### src/rtl/imm_types_pkg.sv
// Shared immediate-type definitions for the immediate generation and encoding units.
// Holds the SELECT encodings, bus widths and the S1 request payload.
package imm_types_pkg;

   localparam int unsigned INSTR_W = 32;
   localparam int unsigned IMM_W   = 32;
   localparam int unsigned SEL_W   = 3;

   // Immediate-type select; values 3'b101..3'b111 are invalid.
   typedef enum logic [SEL_W-1:0] {
      IMM_U = 3'b000,
      IMM_J = 3'b001,
      IMM_I = 3'b010,
      IMM_B = 3'b011,
      IMM_S = 3'b100
   } imm_sel_e;

   // Payload captured by the input stage.
   typedef struct packed {
      logic [INSTR_W-1:0] base;
      logic [IMM_W-1:0]   imm;
      logic [SEL_W-1:0]   sel;
   } imm_req_t;

endpackage

### src/rtl/immediate_field_packer.sv
// Combinational packer: scatters an immediate into the RV32 field positions of
// the selected type on top of a base instruction, and flags unrepresentable values.
// Ports:
//   base          base instruction, non-immediate bits pass through
//   imm           two's complement immediate
//   sel           immediate-type select (imm_sel_e encodings, others invalid)
//   instr_c       encoded instruction (invalid sel: base unchanged)
//   range_error_c immediate not representable for sel (0 unless IMM_RANGE_CHECK_EN)
// Configuration: IMM_RANGE_CHECK_EN builds the range checker.
module immediate_field_packer
   import imm_types_pkg::*;
(
   input  logic [INSTR_W-1:0] base,
   input  logic [IMM_W-1:0]   imm,
   input  logic [SEL_W-1:0]   sel,
   output logic [INSTR_W-1:0] instr_c,
   output logic               range_error_c
);

   // Field scatter: overwrite only the immediate-bearing bits of the base word.
   always_comb begin
      instr_c = base;
      case (sel)
         IMM_I: instr_c[31:20] = imm[11:0];
         IMM_S: begin
            instr_c[31:25] = imm[11:5];
            instr_c[11:7]  = imm[4:0];
         end
         IMM_B: begin
            instr_c[31]    = imm[12];
            instr_c[30:25] = imm[10:5];
            instr_c[11:8]  = imm[4:1];
            instr_c[7]     = imm[11];
         end
         IMM_U: instr_c[31:12] = imm[31:12];
         IMM_J: begin
            instr_c[31]    = imm[20];
            instr_c[30:21] = imm[10:1];
            instr_c[20]    = imm[11];
            instr_c[19:12] = imm[19:12];
         end
         default: ;
      endcase
   end

`ifdef IMM_RANGE_CHECK_EN
   logic fits_12;
   logic fits_13;
   logic fits_21;

   // A value fits an N-bit signed field when every bit from N-1 upward is a copy of the sign.
   assign fits_12 = (&imm[31:11]) | ~(|imm[31:11]);
   assign fits_13 = (&imm[31:12]) | ~(|imm[31:12]);
   assign fits_21 = (&imm[31:20]) | ~(|imm[31:20]);

   // Branch/jump offsets are halfword aligned; U carries only the upper 20 bits.
   always_comb begin
      range_error_c = 1'b1;
      case (sel)
         IMM_I, IMM_S: range_error_c = ~fits_12;
         IMM_B:        range_error_c = ~(fits_13 & ~imm[0]);
         IMM_J:        range_error_c = ~(fits_21 & ~imm[0]);
         IMM_U:        range_error_c = |imm[11:0];
         default:      range_error_c = 1'b1;
      endcase
   end
`else
   logic unused_imm_lsb;

   // imm[0] only feeds the alignment check.
   assign unused_imm_lsb = imm[0];
   assign range_error_c  = 1'b0;
`endif

endmodule

### src/rtl/immediate_encoding_unit.sv
// Two-stage pipelined immediate encoder (inverse of the immediate generation unit).
// S1 registers the request on an input handshake; S2 registers the packed word.
// Ports:
//   CLK, RESET     clock, asynchronous active-high reset
//   IN_VALID/READY input handshake (IN_READY combinational, low during reset)
//   IN_BASE        base instruction
//   IN_IMM         two's complement immediate
//   IN_SELECT      immediate-type select
//   OUT_VALID/READY output handshake
//   OUT_INSTR      encoded instruction
//   OUT_ERROR      range error for the delivered word
//   ERR_COUNT      saturating count of delivered words with OUT_ERROR=1
// Configuration: IMM_RANGE_CHECK_EN enables OUT_ERROR/ERR_COUNT; otherwise both are 0.
module immediate_encoding_unit
   import imm_types_pkg::*;
#(
   parameter int unsigned CNT_W = 16
) (
   input  logic               CLK,
   input  logic               RESET,
   input  logic               IN_VALID,
   output logic               IN_READY,
   input  logic [INSTR_W-1:0] IN_BASE,
   input  logic [IMM_W-1:0]   IN_IMM,
   input  logic [SEL_W-1:0]   IN_SELECT,
   output logic               OUT_VALID,
   input  logic               OUT_READY,
   output logic [INSTR_W-1:0] OUT_INSTR,
   output logic               OUT_ERROR,
   output logic [CNT_W-1:0]   ERR_COUNT
);

   logic               s1_valid;
   imm_req_t           s1_req;
   logic               s1_adv_c;
   logic               s2_adv_c;
   logic [INSTR_W-1:0] pack_instr;
   logic               pack_err;

   // Pipeline advance: each stage moves when empty or when its consumer drains it.
   assign s2_adv_c = ~OUT_VALID | OUT_READY;
   assign s1_adv_c = ~s1_valid | s2_adv_c;
   assign IN_READY = ~RESET & s1_adv_c;

   // S1: request register.
   always_ff @(posedge CLK or posedge RESET) begin
      if (RESET) begin
         s1_valid <= 1'b0;
         s1_req   <= '0;
      end else if (s1_adv_c) begin
         s1_valid <= IN_VALID;
         if (IN_VALID) begin
            s1_req <= '{base: IN_BASE, imm: IN_IMM, sel: IN_SELECT};
         end
      end
   end

   immediate_field_packer u_packer (
      .base          (s1_req.base),
      .imm           (s1_req.imm),
      .sel           (s1_req.sel),
      .instr_c       (pack_instr),
      .range_error_c (pack_err)
   );

   // S2: output word register; data only reloads when a real word moves in.
   always_ff @(posedge CLK or posedge RESET) begin
      if (RESET) begin
         OUT_VALID <= 1'b0;
         OUT_INSTR <= '0;
      end else if (s2_adv_c) begin
         OUT_VALID <= s1_valid;
         if (s1_valid) begin
            OUT_INSTR <= pack_instr;
         end
      end
   end

`ifdef IMM_RANGE_CHECK_EN
   // S2 error flag, travels with OUT_INSTR.
   always_ff @(posedge CLK or posedge RESET) begin
      if (RESET) begin
         OUT_ERROR <= 1'b0;
      end else if (s2_adv_c && s1_valid) begin
         OUT_ERROR <= pack_err;
      end
   end

   // Saturating count of delivered erroneous words.
   always_ff @(posedge CLK or posedge RESET) begin
      if (RESET) begin
         ERR_COUNT <= '0;
      end else if (OUT_VALID && OUT_READY && OUT_ERROR && (ERR_COUNT != '1)) begin
         ERR_COUNT <= ERR_COUNT + CNT_W'(1);
      end
   end
`else
   logic unused_pack_err;

   assign unused_pack_err = pack_err;
   assign OUT_ERROR       = 1'b0;
   assign ERR_COUNT       = '0;
`endif

endmodule

### config.mk
export PLATFORM = sky130hd
export DESIGN_NAME = immediate_encoding_unit
export DESIGN_NICKNAME = d
export VERILOG_FILES = /design/src/rtl/imm_types_pkg.sv /design/src/rtl/immediate_field_packer.sv /design/src/rtl/immediate_encoding_unit.sv
export SDC_FILE = /design/constraint.sdc
export NUM_CORES = 1
export LEC_CHECK = 0
export BUFFER_PORTS_ARGS = -buffer_cell sky130_fd_sc_hd__buf_2
export CORE_MARGIN = 10
export CORE_UTILIZATION = 53
export DETAILED_ROUTE_END_ITERATION = 6
export PLACE_DENSITY = 0.8
export SLEW_MARGIN = 20
export SYNTH_ARGS = -nofsm -noshare
export SYNTH_HDL_FRONTEND = slang
export SYNTH_HIERARCHICAL = 1
export SYNTH_SLANG_ARGS = --single-unit
### constraint.sdc
create_clock -name CLK -period 4.37 [get_ports CLK]
set_input_delay 0.6555 -clock CLK [delete_from_list [all_inputs] [get_ports CLK]]
set_output_delay 0.6555 -clock CLK [all_outputs]
set_load 0.01 [all_outputs]
Word-level counts from Yosys, hierarchy flattened
Cells that the tools add are included.
Widths: inputs -> output; s select.
- mux-type cells: 4
- bitwise operators: 6
- reductions and logical operators: 5
- eq/ne operators: 4
- operators with widths (kind ; count):
    $pmux 7 s4 ; 1
    $pmux 5 s3 ; 1
    $pmux 5 s2 ; 1
    $mux 8 ; 1
    $eq 3x2->1 const B ; 2
    $reduce_and 2->1 ; 2
    $reduce_or 2->1 ; 2
    $eq 3x1->1 const B ; 1
    $eq 3x3->1 const B ; 1
    $logic_not 3->1 ; 1
    $not 1->1 ; 3
    $or 1x1->1 ; 2
    $and 1x1->1 ; 1
- register bits: 101
- word-level logic and storage cells: 25
- bits of input ports: 71

Longest topological paths before layout
Gate-level depths: netlist of run 1.
- word-level depth: 4
- gate-level depth with buffers: 6
- depth with buffers taken out: 4

Hierarchy
Netlist of run 1, hierarchy kept.
- modules (own cells, without submodules) (module ; area each (sq um) ; cells each ; times used ; sequential area each (sq um)):
    immediate_encoding_unit ; 4052.6 ; 236 ; 1 ; 2527.4
    immediate_field_packer ; 837.1 ; 111 ; 1 ; 0.0

Least setup slack after synthesis of run 1
Ideal clock, no wire load.
- path kind: in2out
- start point: input RESET
- end point: output IN_READY
- stages on the path: 2
- setup slack: 0.573 ns
- arrival: 3.141 ns
- path buffers: 0
- data required time: 3.714 ns
- cell sequence: inv_1 and2_1
- cells in the longest elaborated chain, start to end: 2
- RTL lines (element ; line ; source):
    start: declaration ; immediate_encoding_unit.sv:20 ; input logic RESET,
    $not 1->1 ; immediate_encoding_unit.sv:43 ; assign IN_READY = ~RESET & s1_adv_c;
    $and 1x1->1 ; immediate_encoding_unit.sv:43 ;
    end: declaration ; immediate_encoding_unit.sv:22 ; output logic IN_READY,
No other way between the ends.

Final worst setup path of run 1
- start point: register s1_req[1] (netlist name)
- end point: register OUT_INSTR[11]
- cells in the longest elaborated chain, start to end: 2
- elaborated cells on any way between the ends: 3
- classes of those cells: 2 x eq/ne; 1 x mux
- RTL lines (element ; line ; source):
    start: declaration ; immediate_encoding_unit.sv:34 ; imm_req_t s1_req;
    start signal: assignment ; immediate_encoding_unit.sv:53 ; s1_req <= '{base: IN_BASE, imm: IN_IMM, sel: IN_SELECT};
    $eq 3x2->1 or $eq 3x3->1 (tied branches) ; immediate_field_packer.sv:23 ; case (sel)
    $pmux 5 s2 (*) ; immediate_field_packer.sv:23 ;
    net pack_instr[11] ; immediate_encoding_unit.sv:37 ; logic [INSTR_W-1:0] pack_instr;
    end signal: assignment ; immediate_encoding_unit.sv:74 ; OUT_INSTR <= pack_instr;
    end: declaration ; immediate_encoding_unit.sv:28 ; output logic [INSTR_W-1:0] OUT_INSTR,
Mark *: on every way through the listed nets, which the timed path passes. The rest lies on a longest branch.
A chain may end at the register's enable or synchronous reset.

==> results.sh, run 1 <==
export IMPL_dpl_worst_slack_ps=1990
export IMPL_cts_sinks=101
export IMPL_p_clk_share_pct=22.9
export IMPL_grt_pass1_vias=3071
export IMPL_fin_crit_sh_pct=53.0
export IMPL_postCtsSetupRepairBufs=0
export IMPL_io_buffers=104
export IMPL_tritoncts="done"
export IMPL_switching_share_pct=29.7
export IMPL_layout_drive_gt1_share_pct=55.4
export IMPL_rsz0062_at_grt="no"
export IMPL_drtIter0Drc=131
export IMPL_p_per_area_mw_per_mm2=466
export IMPL_synthesis_area_mm2=0.00488
export IMPL_fillers=708
export IMPL_cp_slowest_stage_delay_ps=710
export IMPL_crit_chain="nor2_2 -> nand2_1 -> o221a_2 -> mux2_2"
export IMPL_fin_cells=547
export IMPL_hpwl_um=7100
export IMPL_insertedDiodeCount=0
export IMPL_dr_pass1_iters=4
export IMPL_grt_max_degree=68
export IMPL_tns_ps=0
export IMPL_wire_per_inst_um=18.4
export IMPL_cp_end_kind="register"
export IMPL_ant_nets=0
export IMPL_die_area_mm2=0.0134
export IMPL_htreeDepth=3
export IMPL_cts_hold_buf=0
export IMPL_worstPathArrival_ps=2550
export IMPL_num_io_pins=122
export IMPL_startpoint_type="register"
export IMPL_drv_cap=0
export IMPL_grt_antenna_before_repair=0
export IMPL_areaGrowthSynthToFinish_pct=11.4
export IMPL_place_inst=531
export IMPL_netSwitchingPower_uw=752
export IMPL_tightest_slew_ps=1060
export IMPL_hold_viol=0
export IMPL_final_common_cell="buf_2"
export IMPL_final_util_pct=61.4
export IMPL_synthCells=345
export IMPL_clockRootBuffer="clkbuf_8"
export IMPL_hp_class="primary input to async pin"
export IMPL_multi_input_area_mm2=0.00203
export IMPL_fin_skew_ps=10.1
export IMPL_final_cell_mix="buf_2 (104), dfrtp_1 (101), mux2_2 (80)"
export IMPL_clkLatencyLatePin_ps=360
export IMPL_layout_nets=505
export IMPL_drt_vias_per_instance=5.33
export IMPL_max_clock_freq_ghz=0.432
export IMPL_grt_pass1_wl_um=15800
export IMPL_die_h_um=116
export IMPL_vias=2917
export IMPL_cts_made_buffers=9
export IMPL_critPathSlowestCell="dfrtp_1"
export IMPL_postCtsResizedCells=0
export IMPL_maxSlewHeadroom_pct=29.2
export IMPL_slew_violations=0
export IMPL_outcome="finished, final reports clean"
export IMPL_p_leak_uw=0.00254
export IMPL_path_clk_slew_ps=100
export IMPL_track_usage_pct=15.0
export IMPL_gp_congestion=0.761
export IMPL_setup_ws_ps=2060
export IMPL_start_util_pct=55.1
export IMPL_p_seq_share_pct=50.1
export IMPL_avgSynthCellArea_um2=14.1
export IMPL_regArea_mm2=0.00253
export IMPL_internal_power_uw=1780
export IMPL_period_needed_ps=2310
export IMPL_drc=0
export IMPL_die_w_um=116
export IMPL_routed_wl_um=10100
export IMPL_vdd_drop_max_mv=0.242
export IMPL_ys_warn_count=6
export IMPL_critPathRequiredTime_ps=4610
export IMPL_cp_max_fo=27
export IMPL_setup_viol=0
export IMPL_worst_setup_path_type="register to register"
export IMPL_row_count=34
export IMPL_p_comb_share_pct=27.0
export IMPL_core_mm2=0.00885
export IMPL_p_total_uw=2530
export IMPL_cts_buffer_depth=2
export IMPL_grt_overflow=0
through the flow:
stage                     cell area, um^2  hold slack (ps)
after global placement               5240              473
final                                5430              372
after global routing                 5430              409
after detailed placement             5240              475
after CTS                            5430              399
after floorplan                      4940              475
metal layers:
metal | global-route usage [%] | wire length [um]
met2 | 24.4 | 4900
met3 | 5.06 | 715
met4 | 4.25 | 119
met1 | 18.6 | 4310
met5 | 0 | 0
power groups by stage:
stage,registers [uW],clock network [uW],logic (uW)
finish,1270,578,683
global route,1300,636,747
floorplan,1290,0,484
global placement,1270,0,676
detailed placement,1290,0,693
CTS,1270,590,697
critical path: cells and delay by family (launching register included):
family          cells  cell delay (ps)
simple gates        2              870
mux                 1              250
flops               1              710
compound gates      1              350
final cells by class:
| type | instances | share of cell area [%] |
|---|---|---|
| tap | 108 | 2.49 |
| clock inverter | 6 | 1.17 |
| inverter | 2 | 0.184 |
| clock buffer | 10 | 2.35 |
| multi-input combinational | 214 | 37.4 |
| timing repair buffer | 106 | 9.85 |
| sequential | 101 | 46.5 |
registers in the layout, indices dropped and copies added, names as in the netlist:
signal     flops
s1_req        67
OUT_INSTR     32
s1_valid       1
OUT_VALID      1
final timing paths:
path / depth (start not counted) / endpoint / startpoint / slack, ps
max: 4 / OUT_INSTR[11]$_DFFE_PP0P_ / s1_req[1]$_DFFE_PP0P_ / 2060
min: 2 / s1_req[19]$_DFFE_PP0P_ / RESET / 370
max reg2reg: 4 / OUT_INSTR[11]$_DFFE_PP0P_ / s1_req[1]$_DFFE_PP0P_ / 2060
min reg2reg: 1 / OUT_INSTR[23]$_DFFE_PP0P_ / OUT_INSTR[23]$_DFFE_PP0P_ / 500
max in group asynchronous: 3 / s1_req[44]$_DFFE_PP0P_ / RESET / 2910
min in group CLK: 1 / OUT_INSTR[23]$_DFFE_PP0P_ / OUT_INSTR[23]$_DFFE_PP0P_ / 500
No activity file was read; power rests on OpenSTA's default activity.
==> run 2: changes to the inputs <==
- CORE_UTILIZATION: 53 -> 48
- PLACE_DENSITY: 0.8 -> 0.76
- clock period: 4.37 -> 2.1 ns (I/O delays scaled with it)
==> run 2 against run 1 <==
  * Final cell count grew 6.9%
  * Critical endpoint is now OUT_INSTR[20]$_DFFE_PP0P_
  * Register-to-register slack worse by 1700 ps
  * Largest power group unchanged
  * Via count is 2.0% higher
  * Clock-buffer cell count is the same
  * Fmax rose by 34%
  * Design area increased by 3.7%
==> results.sh, run 2 (same netlist as run 1, synthesis figures left out) <==
export IMPL_slew_violations=0
export IMPL_critPathRequiredTime_ps=2350
export IMPL_gp_congestion=0.806
export IMPL_layout_nets=517
export IMPL_cts_hold_buf=0
export IMPL_rsz0062_at_grt="no"
export IMPL_grt_pass1_vias=3325
export IMPL_io_buffers=104
export IMPL_start_util_pct=49.7
export IMPL_track_usage_pct=14.4
export IMPL_die_area_mm2=0.0146
export IMPL_final_common_cell="buf_2"
export IMPL_worst_setup_path_type="register to register"
export IMPL_cp_end_kind="register"
export IMPL_worstRegToRegCells=5
export IMPL_worstPathArrival_ps=1970
export IMPL_htreeDepth=3
export IMPL_top_regs="s1_req x67, OUT_INSTR x32"
export IMPL_vias=2975
export IMPL_dr_pass1_iters=4
export IMPL_hold_viol=0
export IMPL_startpoint_type="register"
export IMPL_fin_skew_ps=10.2
export IMPL_grt_overflow=0
export IMPL_outcome="finished, final reports clean"
export IMPL_postCtsSetupRepairBufs=0
export IMPL_max_clock_freq_ghz=0.581
export IMPL_die_w_um=121
export IMPL_areaGrowthSynthToFinish_pct=15.5
export IMPL_multi_input_area_mm2=0.00203
export IMPL_drtIter0Drc=203
export IMPL_hpwl_um=7590
export IMPL_cts_buffer_depth=2
export IMPL_die_h_um=121
export IMPL_hp_class="primary input to async pin"
export IMPL_core_mm2=0.00982
export IMPL_grt_max_degree=102
export IMPL_tightest_slew_ps=584
export IMPL_vdd_drop_max_mv=0.406
export IMPL_grt_pass1_wl_um=17000
export IMPL_largest_reg_flops=67
export IMPL_reg2reg_slack_ps=380
export IMPL_drc=0
export IMPL_drv_cap=0
export IMPL_drt_vias_per_instance=5.09
export IMPL_cp_max_fo=12
export IMPL_num_io_pins=122
export IMPL_grt_antenna_before_repair=1
export IMPL_wire_per_inst_um=17.7
export IMPL_layout_drive_gt1_share_pct=56.5
export IMPL_setup_ws_ps=380
export IMPL_fin_crit_sh_pct=81.9
export IMPL_row_count=36
export IMPL_path_clk_slew_ps=100
export IMPL_p_per_area_mw_per_mm2=959
export IMPL_fillers=844
export IMPL_postCtsResizedCells=0
export IMPL_regArea_mm2=0.00253
export IMPL_clockRootBuffer="clkbuf_8"
export IMPL_routed_wl_um=10400
export IMPL_cts_sinks=101
export IMPL_final_cell_mix="buf_2 (104), dfrtp_1 (101), mux2_2 (80)"
export IMPL_tritoncts="done"
export IMPL_dpl_worst_slack_ps=385
export IMPL_p_leak_uw=0.00263
export IMPL_cts_made_buffers=9
export IMPL_regMostFlops="s1_req"
export IMPL_period_needed_ps=1720
export IMPL_clkLatencyLatePin_ps=360
export IMPL_ant_nets=0
export IMPL_maxSlewHeadroom_pct=61.1
export IMPL_tns_ps=0
export IMPL_setup_viol=0
[run 2: cell count changes in the layout (fill, tap and decap cells not counted), sizes merged]
cell,previous run,this run
clkinv,3,1
inv,2,3
buf,106,118
clkinvlp,2,3
diode,0,1
[run 2: per-layer routing]
metal / part of all wire, % / GRT usage [%] / up-vias
met2: 50 / 24.3 / 79
met3: 5.6 / 3.68 / 16
met5: 0 / 0 / -
met1: 42 / 17.1 / 1479
met4: 2.2 / 6.03 / 0
li1: - / - / 1401
[run 2: path summary, 6_finish.rpt]
path                                           from                         to
max                           s1_req[2]$_DFFE_PP0P_  OUT_INSTR[20]$_DFFE_PP0P_
min                                           RESET     s1_req[50]$_DFFE_PP0P_
max reg2reg                   s1_req[2]$_DFFE_PP0P_  OUT_INSTR[20]$_DFFE_PP0P_
min reg2reg                OUT_INSTR[7]$_DFFE_PP0P_   OUT_INSTR[7]$_DFFE_PP0P_
max in group asynchronous                     RESET     s1_req[59]$_DFFE_PP0P_
min in group CLK                         IN_IMM[14]     s1_req[17]$_DFFE_PP0P_
[run 2: area by class of cell]
class,count,area share [%]
flip-flops and latches,101,44.8
multi-input cells,214,36.1
repair buffers,118,12.2
well taps,133,2.95
clock buffers,10,2.44
clock inverters,6,1.24
inverters,2,0.200
diodes,1,0.0444
[run 2: critical path, stage by stage, from the launching register on]
cell	delay, ps
dfrtp_1	580
buf_4	250
or2_1	200
nor2_1	70
a221o_1	260
mux2_2	260
[run 2: power by group]
part	switching [uW]	internal, uW	total, uW
Combinational	668	839	1510
Clock	682	594	1280
Sequential	265	2360	2620
Total	1610	3790	5400
[run 2: metrics by stage]
stage	total power (uW)	area [um^2]	hold slack [ps]	instances	utilization, %
floorplan	3700	4940	423	361	-
global placement	4130	5430	479	568	55.2
global route	5750	5640	163	585	57.4
detailed placement	4190	5430	482	568	55.2
CTS	5490	5630	158	584	57.4
finish	5400	5640	140	585	57.4
